==> src/rtl/tcm_arbiter.sv <==
// tcm_arbiter: shares one single-ported TCM between an instruction-fetch port
// and a load/store port. Issue is combinational, response arrives one cycle
// later. Optional macro TCM_ARB_RR_EN selects round-robin tie breaking in
// IDLE; without it dbus always wins a tie.
module tcm_arbiter #(
  parameter int unsigned MEM_ADDR_WIDTH = 8
) (
  input  logic                      i_clk,
  input  logic                      i_reset_n,
  input  logic                      i_ibus_req,
  input  logic [MEM_ADDR_WIDTH+1:2] i_ibus_addr,
  output logic                      o_ibus_ack,
  output logic [31:0]               o_ibus_data,
  input  logic                      i_dbus_req,
  input  logic [MEM_ADDR_WIDTH+1:2] i_dbus_addr,
  input  logic [3:0]                i_dbus_write,
  input  logic [31:0]               i_dbus_data,
  output logic                      o_dbus_ack,
  output logic [31:0]               o_dbus_data,
  output logic                      o_tcm_sel,
  output logic [MEM_ADDR_WIDTH+1:2] o_tcm_addr,
  output logic [3:0]                o_tcm_write,
  output logic [31:0]               o_tcm_data,
  input  logic [31:0]               i_tcm_data
);

  typedef enum logic [1:0] {
    ST_IDLE   = 2'd0,
    ST_PEND_I = 2'd1,
    ST_PEND_D = 2'd2
  } state_t;

  state_t state;
  state_t state_next;
  logic   elig_i;
  logic   elig_d;
  logic   grant_i;
  logic   grant_d;

`ifdef TCM_ARB_RR_EN
  // 1 when dbus was the most recent winner; reset value lets dbus win first
  logic last_d;

  // Round-robin pointer, updated on every issue
  always_ff @(posedge i_clk or negedge i_reset_n) begin
    if (!i_reset_n) begin
      last_d <= 1'b0;
    end else if (grant_i || grant_d) begin
      last_d <= grant_d;
    end
  end
`endif

  // State register
  always_ff @(posedge i_clk or negedge i_reset_n) begin
    if (!i_reset_n) begin
      state <= ST_IDLE;
    end else begin
      state <= state_next;
    end
  end

  // Arbitration and next state; the port awaiting its ack is masked
  always_comb begin
    elig_i     = i_ibus_req && (state != ST_PEND_I);
    elig_d     = i_dbus_req && (state != ST_PEND_D);
    grant_i    = 1'b0;
    grant_d    = 1'b0;
    state_next = ST_IDLE;
    if (elig_i && elig_d) begin
`ifdef TCM_ARB_RR_EN
      grant_i = last_d;
      grant_d = !last_d;
`else
      grant_d = 1'b1;
`endif
    end else begin
      grant_i = elig_i;
      grant_d = elig_d;
    end
    if (grant_d) begin
      state_next = ST_PEND_D;
    end else if (grant_i) begin
      state_next = ST_PEND_I;
    end
  end

  // Outputs: TCM issue from the winner, responses decoded from state
  always_comb begin
    o_tcm_sel   = 1'b0;
    o_tcm_addr  = i_ibus_addr;
    o_tcm_write = 4'b0000;
    o_tcm_data  = i_dbus_data;
    o_ibus_ack  = 1'b0;
    o_ibus_data = 32'd0;
    o_dbus_ack  = 1'b0;
    o_dbus_data = 32'd0;
    // Reset gates issue so no select or write strobe escapes while held
    if (i_reset_n) begin
      o_tcm_sel = grant_i || grant_d;
      if (grant_d) begin
        o_tcm_addr  = i_dbus_addr;
        o_tcm_write = i_dbus_write;
      end
    end
    if (state == ST_PEND_I) begin
      o_ibus_ack  = 1'b1;
      o_ibus_data = i_tcm_data;
    end
    if (state == ST_PEND_D) begin
      o_dbus_ack  = 1'b1;
      o_dbus_data = i_tcm_data;
    end
  end

endmodule

==> config.mk <==
export PLATFORM = sky130hd
export DESIGN_NAME = tcm_arbiter
export DESIGN_NICKNAME = d
export VERILOG_FILES = /design/src/rtl/tcm_arbiter.sv
export SDC_FILE = /design/constraint.sdc
export NUM_CORES = 1
export LEC_CHECK = 0
export CORE_AREA = 4 4 74 76
export CTS_CLUSTER_SIZE = 8
export DETAILED_ROUTE_END_ITERATION = 10
export DIE_AREA = 0 0 78 80
export DONT_BUFFER_PORTS = 1
export SYNTH_ARGS = -nofsm -noshare
export SYNTH_HDL_FRONTEND = slang
export SYNTH_SLANG_ARGS = --single-unit
==> constraint.sdc <==
create_clock -name i_clk -period 3.3 [get_ports i_clk]
set_clock_uncertainty 0.15 [all_clocks]
set_input_delay 0.66 -clock i_clk [delete_from_list [all_inputs] [get_ports i_clk]]
set_output_delay 0.66 -clock i_clk [all_outputs]
set_load 0.02 [all_outputs]
; ---- Yosys cells after proc, flatten, opt, wreduce, memory -nomap -nowiden
; Cells that the tools add are included.
[word_totals]
ff_bits = 2
elab_cells = 22
[op_classes]
eq_ne = 4
mux = 13
n_reduce_logical = 4
[op_table]
columns = cell, n
row1 = 2-to-1 mux 32 bit, 2
row2 = 2-to-1 mux 8 bit, 2
row3 = 2-to-1 mux 4 bit, 2
row4 = 2-to-1 mux 1 bit, 6
row5 = logical AND 1 bit, 3
row6 = equality test 2 x 1 -> 1 bit (second input constant), 1
row7 = equality test 2 bit (second input constant), 1
row8 = 2-to-1 mux 2 bit, 1
row9 = != test 2 x 1 -> 1 bit (second input constant), 1
row10 = != test 2 bit (second input constant), 1
row11 = logical OR 1 bit, 1

; ---- Longest topological paths before layout
[logic_depth]
depth_word = 6
mapped_depth = 5
depth_no_buf = 3

; ---- Worst setup path after synthesis
; Ideal clock, no wire load.
[synth_timing]
path_kind = input-to-output
startpoint = in i_dbus_req
endpoint = out o_tcm_addr[3] (netlist name)
arrival_ns = 1.324
required_ns = 2.490
slack_ns = 1.166
cell_stages = 4
path_buffers = 1
cell_sequence = nand2_1 nor2_4 buf_6 mux2_4
[synth_via]
elab_chain_len = 5
[synth_rtl]
columns = element, line_no
row1 = start: declaration, 14  ; input logic i_dbus_req,
row2 = logical AND 1 bit (*), 66  ; elig_d = i_dbus_req && (state != ST_PEND_D);
row3 = logical AND 1 bit, 70  ; if (elig_i && elig_d) begin
row4 = 2-to-1 mux 1 bit (*), 70
row5 = 2-to-1 mux 8 bit (*), 101  ; if (grant_d) begin
row6 = 2-to-1 mux 8 bit (*), 99  ; if (i_reset_n) begin
row7 = end: declaration, 21  ; output logic [MEM_ADDR_WIDTH+1:2] o_tcm_addr,
; Every way passes the cells marked *; elsewhere a longest branch is shown, timed or not.

; ---- Worst setup path after layout
[layout_timing]
startpoint = reg state[1]
endpoint = out o_ibus_data[8]
[layout_via]
elab_chain_len = 2
[layout_rtl]
columns = element, line_no
row1 = start: declaration, 33  ; state_t state;
row2 = start signal: assignment, 59  ; state <= state_next;
row3 = equality test 2 x 1 -> 1 bit, 106  ; if (state == ST_PEND_I) begin
row4 = 2-to-1 mux 32 bit, 106
row5 = end: declaration, 13  ; output logic [31:0] o_ibus_data,
; No other way between the ends.

==> impl_metrics.json <==
{
  "status": "finished, final reports clean",
  "grt_max_degree": 26,
  "setup_tns_ps": 0,
  "reg_top3": "state x2",
  "min_period_over_period_pct": 76.74,
  "use_met2_pct": 11.90,
  "critPathArrivalTime_ps": 1720,
  "irDropWorstVdd_v": 0.00005047,
  "use_met1_pct": 6.622,
  "cts_max_path_buffers": 2,
  "synth_edf_count": 0,
  "yosys-top-cells-area": "and2_1 (45%), buf_4 (26%), mux2_4 (9.6%), dfrtp_1 (5.3%), buf_6 (2.4%)",
  "drive_gt1_share_pct": 14.89,
  "diodes": 0,
  "worst_pin_slew_ps": 684.4,
  "start_util_pct": 19.87,
  "ys_seq_area_share_pct": 5.333,
  "synth_top_area_cell": "and2_1",
  "grt.busiest_layer": "met2",
  "h-tree-depth": 1,
  "synth_top_area_share_pct": 45.33,
  "postCtsSetupBuffers": 0,
  "drv_slew": 0,
  "die_area_mm2": 0.006240,
  "synth_nets": 215,
  "p_leak_nw": 0.3376,
  "drc": 0,
  "critPathKind": "flip-flop to primary output",
  "fin_area_um2": 809.5,
  "synth_cell_types": 17,
  "finalSetupViolations": 0,
  "cts_root_buf": "clkbuf_8",
  "dieWidth_um": 78,
  "vias": 670,
  "numClockSinks": 2,
  "antenna_found_initial": 0,
  "grt_pass1_vias": 695,
  "overflow": 0,
  "ys.flop_type": "dfrtp_1",
  "clk_pin_slew_worst_paths_ps": 30,
  "endpoint_kind": "primary output",
  "holdCritStartpoint": "i_ibus_req",
  "ant_nets": 0,
  "crit_fanout": 18,
  "cts_buffers": 3,
  "viasPerCell": 4.161,
  "area_growth_pct": -13.73,
  "netlist_area_um2": 938.4,
  "rsz0062_at_grt": "false",
  "hold_violations": 0,
  "yosysWarnings": 0,
  "avgSynthCellArea_um2": 7.389,
  "syn_inst": 127,
  "die_height_um": 80,
  "fmax_mhz": 394.9,
  "post_dp_cell_area_um2": 758.2,
  "period_minus_slack_ps": 2532,
  "final_nets": 184,
  "timing.hold.worst.class": "primary input to flip-flop",
  "fp-row-count": 25,
  "place_hpwl_um": 2245,
  "core_area_mm2": 0.004723,
  "largest_register_ffs": 2,
  "port_buffers": 0,
  "cp.required_ps": 2490,
  "power.density_mw_per_mm2": 344.7,
  "synth.most_common_cell": "and2_1",
  "gp_congestion": 0.6034,
  "crit_slowest_cell": "and2b_1",
  "cts_tree": "done",
  "r2r_start": "state[0]",
  "async_flop_share_pct": 100.0,
  "startpoint_type": "flip-flop",
  "drt-total-wl_um": 2642,
  "max_stage_delay_ps": 630,
  "relSlewSlack_pct": 54.37,
  "io_pins": 199,
  "cap_violations": 0,
  "use_met3_pct": 2.709,
  "grt_pass1_wl_um": 3318,
  "synth-seq-cells": 2,
  "track_usage_pct": 6.901,
  "yosys-top-cells-count": "and2_1 (68), buf_4 (32), mux2_4 (6)",
  "drtPass1Iterations": 2,
  "top_register": "state",
  "detail_route.wl_per_cell_um": 16.41,
  "cp_cell_sequence": "and2b_1, buf_4, and2_1",
  "startpoint": "state[1]",
  "clock_latency_ps": 210,
  "drtIter0Drc": 10
}
[metrics by stage]
step | hold slack [ps] | total power [mW] | utilization (%) | instances | setup WS, ps
4_1_cts | 421.7 | 0.2875 | 17.14 | 161 | 690.5
3_5_place_dp | 214.5 | 0.1859 | 16.05 | 157 | 916.7
6_report | 429.9 | 0.2791 | 17.14 | 161 | 767.7
2_1_floorplan | 214.4 | 0.2294 | - | 127 | 1166
3_3_place_gp | 214.5 | 0.1845 | 16.05 | 157 | 967.8
5_1_grt | 426.9 | 0.2965 | 17.14 | 161 | 626.8
[where the power goes]
| part | internal [mW] | switching, mW |
|---|---|---|
| clock | 0.0770 | 0.0179 |
| combinational | 0.0425 | 0.114 |
| sequential | 0.0268 | 0.000970 |
| total | 0.146 | 0.133 |
[cell type report]
class | instances | area [um^2]
Clock buffer | 3 | 41.29
Fill cell | 538 | 3914
Inverter | 1 | 3.754
Multi-Input combinational cell | 84 | 598.1
Sequential cell | 2 | 50.05
Tap cell | 67 | 83.83
Timing Repair Buffer | 4 | 32.53
[critical path: cells and delay by family, from the launching register on]
kind | cells | cell delay (ps)
simple gates | 2 | 880
flops | 1 | 360
buf+inv | 1 | 260
[routing by layer]
metal,wire [um],part of all wire (%)
met5,0,0
met4,95,3.6
met3,437,17
met2,1301,49
met1,808,31
[worst paths after layout]
| kind | to | slack [ps] | cells after the start |
|---|---|---|---|
| min in group asynchronous | state[1] | 550 | 1 |
| min | state[0] | 430 | 1 |
| max reg2reg | state[0] | 1760 | 3 |
| max | o_ibus_data[8] | 770 | 3 |
| max in group asynchronous | state[0] | 2320 | 1 |
| min reg2reg | state[1] | 540 | 2 |
[cell families (layout without fill, tap and decap cells)]
family                 count (synthesis)  count (layout)  share of synthesized area [%]
and+or+nand+nor                       74              74                          49.73
buffers and inverters                 41               8                          30.93
muxes                                  8               8                          12.00
AOI/OAI and AO/OA                      2               2                          2.000
DFF                                    2               2                          5.334
[repair_timing]
| action | CTS | global route |
|---|---|---|
| hold endpoints to repair | 2 | 0 |
| resized for setup | 0 | 0 |
| hold buffers | 1 | 0 |
[layout by cell type (no fill, tap or decap)]
cell type	synthesis	layout
and2_1	68	68
mux2_4	6	6
clkbuf_8	0	3
buf_4	32	3
mux2_1	2	2
dfrtp_1	2	2
and2b_1	1	1
nor2b_2	1	1
nor2b_1	1	1
nor2_1	1	1
o21a_1	1	1
nand2_1	1	1
nor2_4	1	1
inv_1	1	1
o221a_1	1	1
dlygate4sd3_1	0	1
(Power assumes the default switching activity.)
==> RTL change, RTL diff (same flow settings) <==
Change the parameter `MEM_ADDR_WIDTH` from 8 to 9.
--- a/src/rtl/tcm_arbiter.sv
+++ b/src/rtl/tcm_arbiter.sv
@@ -3,7 +3,7 @@
 // later. Optional macro TCM_ARB_RR_EN selects round-robin tie breaking in
 // IDLE; without it dbus always wins a tie.
 module tcm_arbiter #(
-  parameter int unsigned MEM_ADDR_WIDTH = 8
+  parameter int unsigned MEM_ADDR_WIDTH = 9
 ) (
   input  logic                      i_clk,
   input  logic                      i_reset_n,
Ports: changed (resized i_dbus_addr, i_ibus_addr and o_tcm_addr); port bits go from 199 to 202. No check against the original RTL was run, so the function may have changed too.
==> RTL change against the unedited design <==
Total power up 0.88%. Worst setup slack improved by 0.012 ns. Sequential cell count unchanged. Synthesized cell count up 0.79%. Final area increased by 2.0%. Area after synthesis grew 1.7%. Global-route usage shrank 0.54 points. Register-to-register slack improved by 0.02 ns. Fmax rose by 0.49%. Wire length down 5.7%.
==> RTL change: results (changes against the unedited design) <==
[status]
outcome=completed

[placed_design]
detailedPlace.worstSlack_ns=0.962  ; +0.0454 ns
finalWeightedCongestion=0.626  ; +3.7%
post-dp-hpwl_mm=2.13  ; -5.3%
dpl_cell_area_um2=774  ; +2.1%

[critical_path]
critical_path_peak_fanout=27  ; +9
cp_endpoint=o_ibus_data[3]
r2r_setup_slk_ns=1.78  ; +0.02 ns

[sta]
slew-limit-headroom_pct=55.3  ; +0.93 points
max_freq_mhz=397  ; +0.49%

[power]
power_leakage_nw=0.346  ; +2.4%
peakVddDrop_mv=0.125  ; +150%

[drt]
drt_pass1_iterations=2  ; unchanged
routed_wire_length_per_instance_um=15.4  ; -6.3%
via_per_inst=4.27  ; +2.6%
drt-initial-drc-count=18  ; +8

[global_routing]
grt_pass1_wl_mm=3.11  ; -6.2%
grtUsageTotal_pct=6.36  ; -0.54 points
grt_pass1_vias=652  ; -6.2%
grt_max_degree=28  ; +7.7%

[logic_synthesis]
post_synth_edffs=0  ; unchanged
synth_top_cells_by_area=and2_1 45%, buf_4 25%, mux2_4 9.4%, dfrtp_1 5.2%, mux2_1 3.5%
synth_sequential_area_ratio_pct=5.24  ; -0.091 points
yosys-top-cells-count=68 x and2_1, 32 x buf_4, 6 x mux2_4, 5 x clkbuf_1, 3 x mux2_1
synth.net_count=218  ; +1.4%

[clocking]
cts-htree-levels=1  ; unchanged
worst_skew_pair.late_latency_ns=0.21  ; about the same
clock-root-buffer=clkbuf_8
holdBufCountCts=1  ; unchanged

[final_layout]
drive_above_1_share_pct=15.8  ; +0.90 points
nNetsFinal=187  ; +1.6%
fillers=541  ; +0.56%

[hold_path]
worst_hold_path_type=input port to flop

==> RTL change: cell families after synthesis <==
kind of cell	Yosys count	share of synthesized area (%)
AOI/OAI and AO/OA	2	1.97
and+or+nand+nor	74	49.4
buffers and inverters	41	30.4
muxes	9	13.0
DFF	2	5.24
==> RTL change: how the worst min path moves through the flow <==
stage                          end  depth (start not counted)
after floorplan           state[0]                          0
after global placement    state[1]                          0
after detailed placement  state[0]                          0
after CTS                 state[0]                          1
after global routing      state[0]                          1
final                     state[0]                          1
==> RTL change: routing by layer <==
metal	GRT usage, %	routed length (um)	up-vias
li1	-	-	291
met1	5.95	748	306
met2	11.0	1280	83
met3	3.05	418	12
met4	4.37	48	0
met5	0	0	-
==> RTL change: report_power, final <==
group	switching [W]	total, W	internal (W)	leakage [nW]
clock network	0.0000176	0.0000946	0.0000770	0.0216
logic	0.000114	0.000159	0.0000442	0.299
registers	0.00000141	0.0000282	0.0000268	0.0251
==> RTL change: critical path, delay by kind of cell (launching register included) <==
kind	cells	cell delay, ns
buffers and inverters	1	0.26
flip-flops	1	0.36
AND/OR/NAND/NOR	2	0.87
==> RTL change: stage by stage <==
stage                     hold WS [ns]  cells
after detailed placement         0.215    158
after CTS                        0.418    162
after global placement           0.215    158
after floorplan                  0.214    128
after global routing             0.432    162
final                            0.430    162
==> RTL change: area by class of cell <==
cell class	count	area, um2	share of cell area (%)
multi-input cells	85	614	74.4
well taps	67	83.8	10.2
flip-flops and latches	2	50.0	6.06
clock buffers	3	41.3	5.00
repair buffers	4	32.5	3.94
inverters	1	3.75	0.455
